<file path="config.mk">
export PLATFORM = sky130hd
export DESIGN_NAME = mm_stream_reader
export DESIGN_NICKNAME = d
export VERILOG_FILES = /design/src/rtl/mm_stream_reader.sv
export SDC_FILE = /design/constraint.sdc
export NUM_CORES = 1
export LEC_CHECK = 0
export CAP_MARGIN = 20
export CORE_MARGIN = 3
export CORE_UTILIZATION = 47
export CTS_CLUSTER_DIAMETER = 40
export DETAILED_ROUTE_END_ITERATION = 16
export DONT_BUFFER_PORTS = 1
export GPL_ROUTABILITY_DRIVEN = 0
export PLACE_DENSITY = 0.69
export SLEW_MARGIN = 20
export SYNTH_ARGS = -nofsm -noshare
export SYNTH_HDL_FRONTEND = slang
export SYNTH_SLANG_ARGS = --single-unit
export TNS_END_PERCENT = 30
</file>
<file path="constraint.sdc">
create_clock -name clk -period 7.3 [get_ports clk]
set_input_delay 1.095 -clock clk [delete_from_list [all_inputs] [get_ports clk]]
set_output_delay 1.095 -clock clk [all_outputs]
set_load 0.005 [all_outputs]
</file>
<file path="src/rtl/mm_stream_reader.sv">
// Purpose: Avalon-MM pipelined read master; fetches a contiguous run of words into a show-ahead FIFO.
// Latency: a response at cycle n is visible on out_data/out_valid at n+1; done pulses the cycle after the last response.
// Backpressure: reads issue only while in-flight plus buffered words fit the FIFO, so out_ready stalls throttle mm_read.
//
// Ports:
//   clk, reset                         - single clock, synchronous active-high reset
//   start, start_address, word_count   - transfer request (sampled only in IDLE)
//   busy, done                         - transfer status / one-cycle completion pulse
//   mm_read, mm_address, mm_byteenable - Avalon read request (byte addressed)
//   mm_readdata, mm_waitrequest,
//   mm_readdatavalid                   - Avalon stall and response
//   out_data, out_valid, out_ready     - valid/ready word stream from the FIFO head
module mm_stream_reader #(
    parameter int DATA_WIDTH        = 16,
    parameter int ADDR_WIDTH        = 32,
    parameter int COUNT_WIDTH       = 16,
    parameter int MAX_PENDING_READS = 4,
    parameter int FIFO_DEPTH        = 8
) (
    input  logic                    clk,
    input  logic                    reset,
    input  logic                    start,
    input  logic [ADDR_WIDTH-1:0]   start_address,
    input  logic [COUNT_WIDTH-1:0]  word_count,
    output logic                    busy,
    output logic                    done,
    output logic                    mm_read,
    output logic [ADDR_WIDTH-1:0]   mm_address,
    output logic [DATA_WIDTH/8-1:0] mm_byteenable,
    input  logic [DATA_WIDTH-1:0]   mm_readdata,
    input  logic                    mm_waitrequest,
    input  logic                    mm_readdatavalid,
    output logic [DATA_WIDTH-1:0]   out_data,
    output logic                    out_valid,
    input  logic                    out_ready
);
    localparam int BYTES = DATA_WIDTH / 8;
    // One counter width serves both pending and fifo_count (FIFO_DEPTH >= MAX_PENDING_READS).
    localparam int CW    = $clog2(FIFO_DEPTH + 1);
    localparam int PW    = $clog2(FIFO_DEPTH);

    typedef enum logic [1:0] {
        IDLE,
        ISSUE,
        WAIT_RESP
    } state_t;

    state_t                  state_q, state_nxt;
    logic [ADDR_WIDTH-1:0]   addr_q, addr_nxt;
    logic [COUNT_WIDTH-1:0]  remaining_q, remaining_nxt;
    logic [CW-1:0]           pending_q, pending_nxt;
    logic [CW-1:0]           fifo_count_q, fifo_count_nxt;
    logic                    read_q, read_nxt;
    logic                    done_q, done_nxt;
    logic [PW-1:0]           wr_ptr_q, rd_ptr_q;
    logic [DATA_WIDTH-1:0]   fifo_mem [FIFO_DEPTH];

    logic                    accept;
    logic                    fifo_full;
    logic                    resp_ok;
    logic                    pop;
    logic [CW-1:0]           pend_after;
    logic                    credit;

    assign accept    = read_q && !mm_waitrequest;
    assign fifo_full = (fifo_count_q == CW'(FIFO_DEPTH));
    // Responses with nothing outstanding or no room are dropped (flagged below).
    assign resp_ok   = mm_readdatavalid && (pending_q != '0) && !fifo_full;
    assign pop       = (fifo_count_q != '0) && out_ready;

    // Credit for the next request, from registered counts plus this cycle's accept.
    // Responses arriving this cycle are not credited until they are registered.
    assign pend_after = pending_q + CW'(accept);
    assign credit     = (pend_after < CW'(MAX_PENDING_READS)) &&
                        (((CW+1)'(pend_after) + (CW+1)'(fifo_count_q)) < (CW+1)'(FIFO_DEPTH));

    always_comb begin
        pending_nxt = pending_q;
        case ({accept, resp_ok})
            2'b10:   pending_nxt = pending_q + CW'(1);
            2'b01:   pending_nxt = pending_q - CW'(1);
            default: pending_nxt = pending_q;
        endcase
    end

    always_comb begin
        fifo_count_nxt = fifo_count_q;
        case ({resp_ok, pop})
            2'b10:   fifo_count_nxt = fifo_count_q + CW'(1);
            2'b01:   fifo_count_nxt = fifo_count_q - CW'(1);
            default: fifo_count_nxt = fifo_count_q;
        endcase
    end

    always_comb begin
        state_nxt     = state_q;
        addr_nxt      = addr_q;
        remaining_nxt = remaining_q;
        read_nxt      = read_q;
        done_nxt      = 1'b0;
        case (state_q)
            IDLE: begin
                read_nxt = 1'b0;
                if (start) begin
                    if (word_count != '0) begin
                        addr_nxt      = start_address;
                        remaining_nxt = word_count;
                        state_nxt     = ISSUE;
                    end else begin
                        done_nxt = 1'b1;
                    end
                end
            end
            ISSUE: begin
                if (accept) begin
                    addr_nxt      = addr_q + ADDR_WIDTH'(BYTES);
                    remaining_nxt = remaining_q - COUNT_WIDTH'(1);
                    if (remaining_q == COUNT_WIDTH'(1)) begin
                        read_nxt  = 1'b0;
                        state_nxt = WAIT_RESP;
                    end else begin
                        read_nxt = credit;
                    end
                end else if (read_q) begin
                    // Request held under waitrequest: address and strobe frozen.
                    read_nxt = 1'b1;
                end else begin
                    read_nxt = credit;
                end
            end
            WAIT_RESP: begin
                read_nxt = 1'b0;
                if (pending_nxt == '0) begin
                    done_nxt  = 1'b1;
                    state_nxt = IDLE;
                end
            end
            default: begin
                read_nxt  = 1'b0;
                state_nxt = IDLE;
            end
        endcase
    end

    always_ff @(posedge clk) begin
        if (reset) begin
            state_q      <= IDLE;
            addr_q       <= '0;
            remaining_q  <= '0;
            pending_q    <= '0;
            fifo_count_q <= '0;
            read_q       <= 1'b0;
            done_q       <= 1'b0;
            wr_ptr_q     <= '0;
            rd_ptr_q     <= '0;
        end else begin
            state_q      <= state_nxt;
            addr_q       <= addr_nxt;
            remaining_q  <= remaining_nxt;
            pending_q    <= pending_nxt;
            fifo_count_q <= fifo_count_nxt;
            read_q       <= read_nxt;
            done_q       <= done_nxt;
            if (resp_ok) wr_ptr_q <= wr_ptr_q + PW'(1);
            if (pop)     rd_ptr_q <= rd_ptr_q + PW'(1);
        end
    end

    always_ff @(posedge clk) begin
        if (resp_ok) fifo_mem[wr_ptr_q] <= mm_readdata;
    end

    assign busy          = (state_q != IDLE);
    assign done          = done_q;
    assign mm_read       = read_q;
    assign mm_address    = addr_q;
    assign mm_byteenable = '1;
    assign out_valid     = (fifo_count_q != '0);
    assign out_data      = out_valid ? fifo_mem[rd_ptr_q] : '0;

    resp_protocol_check: assert property (@(posedge clk) disable iff (reset)
        !(mm_readdatavalid && ((pending_q == '0) || fifo_full)))
        else $error("mm_stream_reader: read response with no pending read or full FIFO, word dropped");

endmodule

</file>
# Yosys cells after proc, flatten, opt, wreduce, memory -nomap -nowiden
# Memories as Yosys holds them, arrays and structs flattened. A register that Yosys moved wholly into a read port is not among the register bits.
# Index checks and enable logic that the tools add are counted.
# Widths: inputs -> output; s select.
dict set report totals {
  ff_bits 66
  mem_bits_rw 128
  output_inout_bits 54
  mem_count 1
}
# memory words width read_ports rd_clocked_by_memory_dff write_ports line
set memory_table {}
lappend memory_table {fifo_mem 8 16 1 1 1 56} ;# logic [DATA_WIDTH-1:0] fifo_mem [FIFO_DEPTH];
dict set report op_classes {
  add_sub_neg 10
  n_lt_le_gt_ge 2
  eq_ne 13
  n_mux 28
  bitwise 1
  reduce_logical 18
}
# operator n
set ops {}
lappend ops {{$mux 32} 3}
lappend ops {{$mux 16} 4}
lappend ops {{$pmux 32 s2} 1}
lappend ops {{$add 32x2->32 const B} 1}
lappend ops {{$pmux 16 s2} 1}
lappend ops {{$eq 16x1->1 const B} 1}
lappend ops {{$pmux 4 s2} 2}
lappend ops {{$reduce_bool 16->1} 1}
lappend ops {{$sub 16x1->16 const B} 1}
lappend ops {{$mux 2} 5}
lappend ops {{$ne 2x2->1 const B} 5}
lappend ops {{$add 4x1->4 const B} 2}
lappend ops {{$mux 1} 8}
lappend ops {{$reduce_bool 4->1} 2}
lappend ops {{$sub 4x1->4 const B} 2}
lappend ops {{$add 3x1->3 const B} 2}
lappend ops {{$eq 2x1->1 const B} 3}
lappend ops {{$eq 2x2->1 const B} 3}
lappend ops {{$mux 3} 2}
lappend ops {{$pmux 2 s3} 1}
lappend ops {{$reduce_bool 2->1} 3}
lappend ops {{$add 4x4->5} 1}
lappend ops {{$logic_and 1x1->1} 5}
lappend ops {{$lt 5x4->1 const B} 1}
lappend ops {{other kinds (11)} 12}

# Logic depth before layout (Yosys ltp)
dict set report logic_depth {
  word_depth 8
  ltp_mapped 12
  depth_no_buf 10
}

# Least setup slack after synthesis
# OpenSTA, ideal clock, no wires.
dict set report synth_timing {
  path_kind {input-to-reg}
  from {input port mm_readdatavalid}
  to {memory fifo_mem[6][0] (enable)}
  setup_time_ps 413
  arrival_ps 3062
  path_slack_ps 3826
  path_stages 4
  n_path_buf 0
  path_cell_list {o41ai_1 a21oi_1 nand2_1 nor3b_1}
}
dict set report synth_via {
  elab_chain_len 4
}
# element line
set synth_rtl {}
lappend synth_rtl {{start: declaration} 32} ;# input logic mm_readdatavalid,
lappend synth_rtl {{$logic_and 1x1->1 (2 in series)} 68} ;# assign resp_ok = mm_readdatavalid && (pending_q != '0) && !fifo_full;
lappend synth_rtl {{named net resp_ok} 60} ;# logic resp_ok;
lappend synth_rtl {{$mux 1} 170} ;# if (resp_ok) fifo_mem[wr_ptr_q] <= mm_readdata;
lappend synth_rtl {{$mux 1 (not written as such)} 170}
lappend synth_rtl {{end: declaration} 56}
# The timed path passes the listed nets, and every way through them passes these cells.

# Worst setup path after layout
dict set report layout_timing {
  from {input port mm_readdatavalid}
  to {register done_q (netlist: done)}
}
dict set report layout_via {
  elab_chain_len 7
  word_cells_on_any_way 8
}
# element line
set layout_rtl {}
lappend layout_rtl {{$logic_and 1x1->1 (*) (2 in series)} 68}
lappend layout_rtl {{named net resp_ok} 60}
lappend layout_rtl {{$eq 2x1->1 / $eq 2x2->1 (equally long branches)} 79} ;# case ({accept, resp_ok})
lappend layout_rtl {{$pmux 4 s2 (*)} 79}
lappend layout_rtl {{$logic_not 4->1 (*)} 133} ;# if (pending_nxt == '0) begin
lappend layout_rtl {{$mux 1 (*)} 133}
lappend layout_rtl {{$pmux 1 s2 (*)} 101} ;# case (state_q)
lappend layout_rtl {{end signal: assignment} 163} ;# done_q <= done_nxt;
lappend layout_rtl {{end: declaration} 54} ;# logic done_q, done_nxt;
# Mark *: on every way through the listed nets, which the timed path passes. The rest lies on a longest branch.
# A chain may end at the register's enable or synchronous reset.

==> metrics.cfg <==
[clock_tree]
cts_resized = 0
ctsHoldBuffers = 0
ctsHtreeMaxLevel = 4
cts.sinks = 197
cts_inserted_buffers = 17
cts_tree = done
clock_latency_ns = 0.43
clockBufferDepth = 2
post_cts_buffers = 0
clock-root-buffer = clkbuf_16
cts.clk_slew.worst_paths_ns = 0.07

[grt]
grt_antenna_before_repair = 1
gr-total-overflow = 0
grt_start_max_net_pins = 82
grt_pass1_wl_um = 34400
grt_pass1_vias = 6401
grtUsageTotal_pct = 19.8

[sta]
max_freq_mhz = 311
tightest_slew_ns = 1.08
skew_ns = 0.0125
min_period_ns = 3.22
setup-violations-final = 0
max_slew_margin_pct = 28.2
fin_crit_sh_pct = 44.1
rsz0062_at_grt = false
finalHoldViolations = 0
slew_viol_final = 0
fin_tns_setup_ns = 0

[final_layout]
num-nets-final = 850
drive_gt1_share_pct = 13.7
instances_no_fill = 1041
fin_area_um2 = 10200
area_growth_syn_to_layout_pct = 8.73
antenna_cells = 0
nFillCells = 1687

[routing]
drc_errors = 0
drtIter0Drc = 580
vias = 6451
drtAntennaViolNets = 0
drt_wl_total_um = 21200
wire_per_inst_um = 20.3
routed_via_density = 6.20
dr.pass1.iters = 5

[synth]
synth-edff-count = 128
synthesis.area_um2 = 9370
yosysTopAreaCellShare_pct = 41.0
ys_top_cells_by_count = edfxtp_1, nor2_1, dfxtp_1, a21oi_1, nand2_1
synth_ff_type = edfxtp_1
syn_inst = 785
synth_seq_area_share_pct = 55.8
yosysTopAreaCell = edfxtp_1
synth_cell_types = 76
yosysMostFrequentCell = edfxtp_1
syn_avg_cell_area_um2 = 11.9
ys_ff_latch = 197
synthArstFlopShare_pct = 0
synthTopCellsByArea = edfxtp_1, dfxtp_1, mux4_2, a21oi_1, nor2_1
yosysWarnings = 0

[die]
fp.dieW_um = 147
boundaryPins = 124
rows = 51
dieArea_um2 = 21700
start_util_pct = 48.0
die_y_um = 147
core_um2 = 19500

[power_and_ir_drop]
p_leak_uw = 0.00329
p_per_area_nw_per_um2 = 271
peakVddDrop_mv = 0.167

[run_status]
status = finished clean

[placed_design]
dpl_cell_area_um2 = 9560
dp_hpwl_um = 13900
dp.cells = 1006
port_buffers = 0

[setup_path]
worstPathRequired_ns = 7.67
crit_type = in -> reg
crit_fanout = 8
cp.arrival_ns = 3.59
endpoint_kind = flop
critPathLaunchType = input port

[min_path]
min_path_type = reg -> reg

[flow_run]
cap_violations = 0

[kinds of logic after synthesis]
| logic type | count (synthesis) | share of synthesized area, % |
|---|---|---|
| XOR/XNOR | 12 | 1.12 |
| flip-flops | 197 | 55.8 |
| adder cells (fa/ha/maj) | 17 | 2.35 |
| multiplexers | 53 | 9.94 |
| buffers and inverters | 72 | 3.55 |
| AO/OA/AOI/OAI | 187 | 13.3 |
| other | 1 | 0.0400 |
| AND/OR/NAND/NOR | 246 | 13.9 |
[worst max-delay path, cell delays in order]
cell and delay, ns:
o41ai_1 0.04, a21oi_1 0.58, ha_1 0.42, xor2_1 0.11
ha_1 0.21, a21oi_1 0.17, mux2i_1 0.25, xnor2_1 0.17
nor3b_1 0.32, a32o_1 0.22
[layout make-up]
cell class                 instances  area, µm²  area share [%]
clock inverter                    15        135            1.33
inverter                          16       60.1           0.590
tap                              265        332            3.26
multi-input combinational        517       3860            37.9
clock buffer                      17        425            4.18
timing repair buffer              14        144            1.41
sequential                       197       5230            51.3
[cells in the final DEF (no fill, tap or decap), types with 18 or more instances in the layout]
master / count
mux2i_1: 21
a21oi_1: 58
dfxtp_1: 68
edfxtp_1: 128
mux4_2: 32
a211oi_1: 20
nand2_1: 55
nor2_1: 73
o21ai_0: 18
nand3_1: 23
[flip-flops by register name, summed over array words and instances, names as in the netlist, named ones only]
name          cells
done              1
rd_ptr_q          3
mm_address       32
remaining_q      16
fifo_count_q      4
pending_q         4
state_q           2
wr_ptr_q          3
fifo_mem        128
mm_read           1
[power by group]
| part | switching [µW] | total, µW | internal, µW |
|---|---|---|---|
| clock | 442 | 894 | 452 |
| sequential | 107 | 1360 | 1250 |
| combinational | 263 | 505 | 242 |
[through the flow]
| stage | power (µW) | hold slack [ns] | worst slack, ns | utilization, % |
|---|---|---|---|---|
| floorplan | 1770 | 0.451 | 3.83 | - |
| global placement | 1850 | 0.466 | 3.79 | 49.0 |
| finish | 2760 | 0.484 | 4.08 | 52.2 |
| detailed placement | 1880 | 0.473 | 3.60 | 49.0 |
| CTS | 2770 | 0.485 | 4.01 | 51.9 |
| global route | 2900 | 0.511 | 3.87 | 52.2 |
[path summary, 6_finish.rpt]
kind	startpoint	end	slack (ns)	depth (start not counted)
max	mm_readdatavalid	done	4.08	10
min	remaining_q[11]	remaining_q[11]	0.48	2
max reg2reg	pending_q[1]	done	4.11	10
min reg2reg	remaining_q[11]	remaining_q[11]	0.48	2
[layer usage]
layer  up-vias  global-route usage (%)  part of all wire, %
met5         -                       0                0.052
met4         2                    6.34                  2.1
met3        35                    6.69                  8.0
met2       221                    31.3                   48
met1      3217                    25.9                   42
li1       2976                       -                    -
No activity file was read; power rests on OpenSTA's default activity.
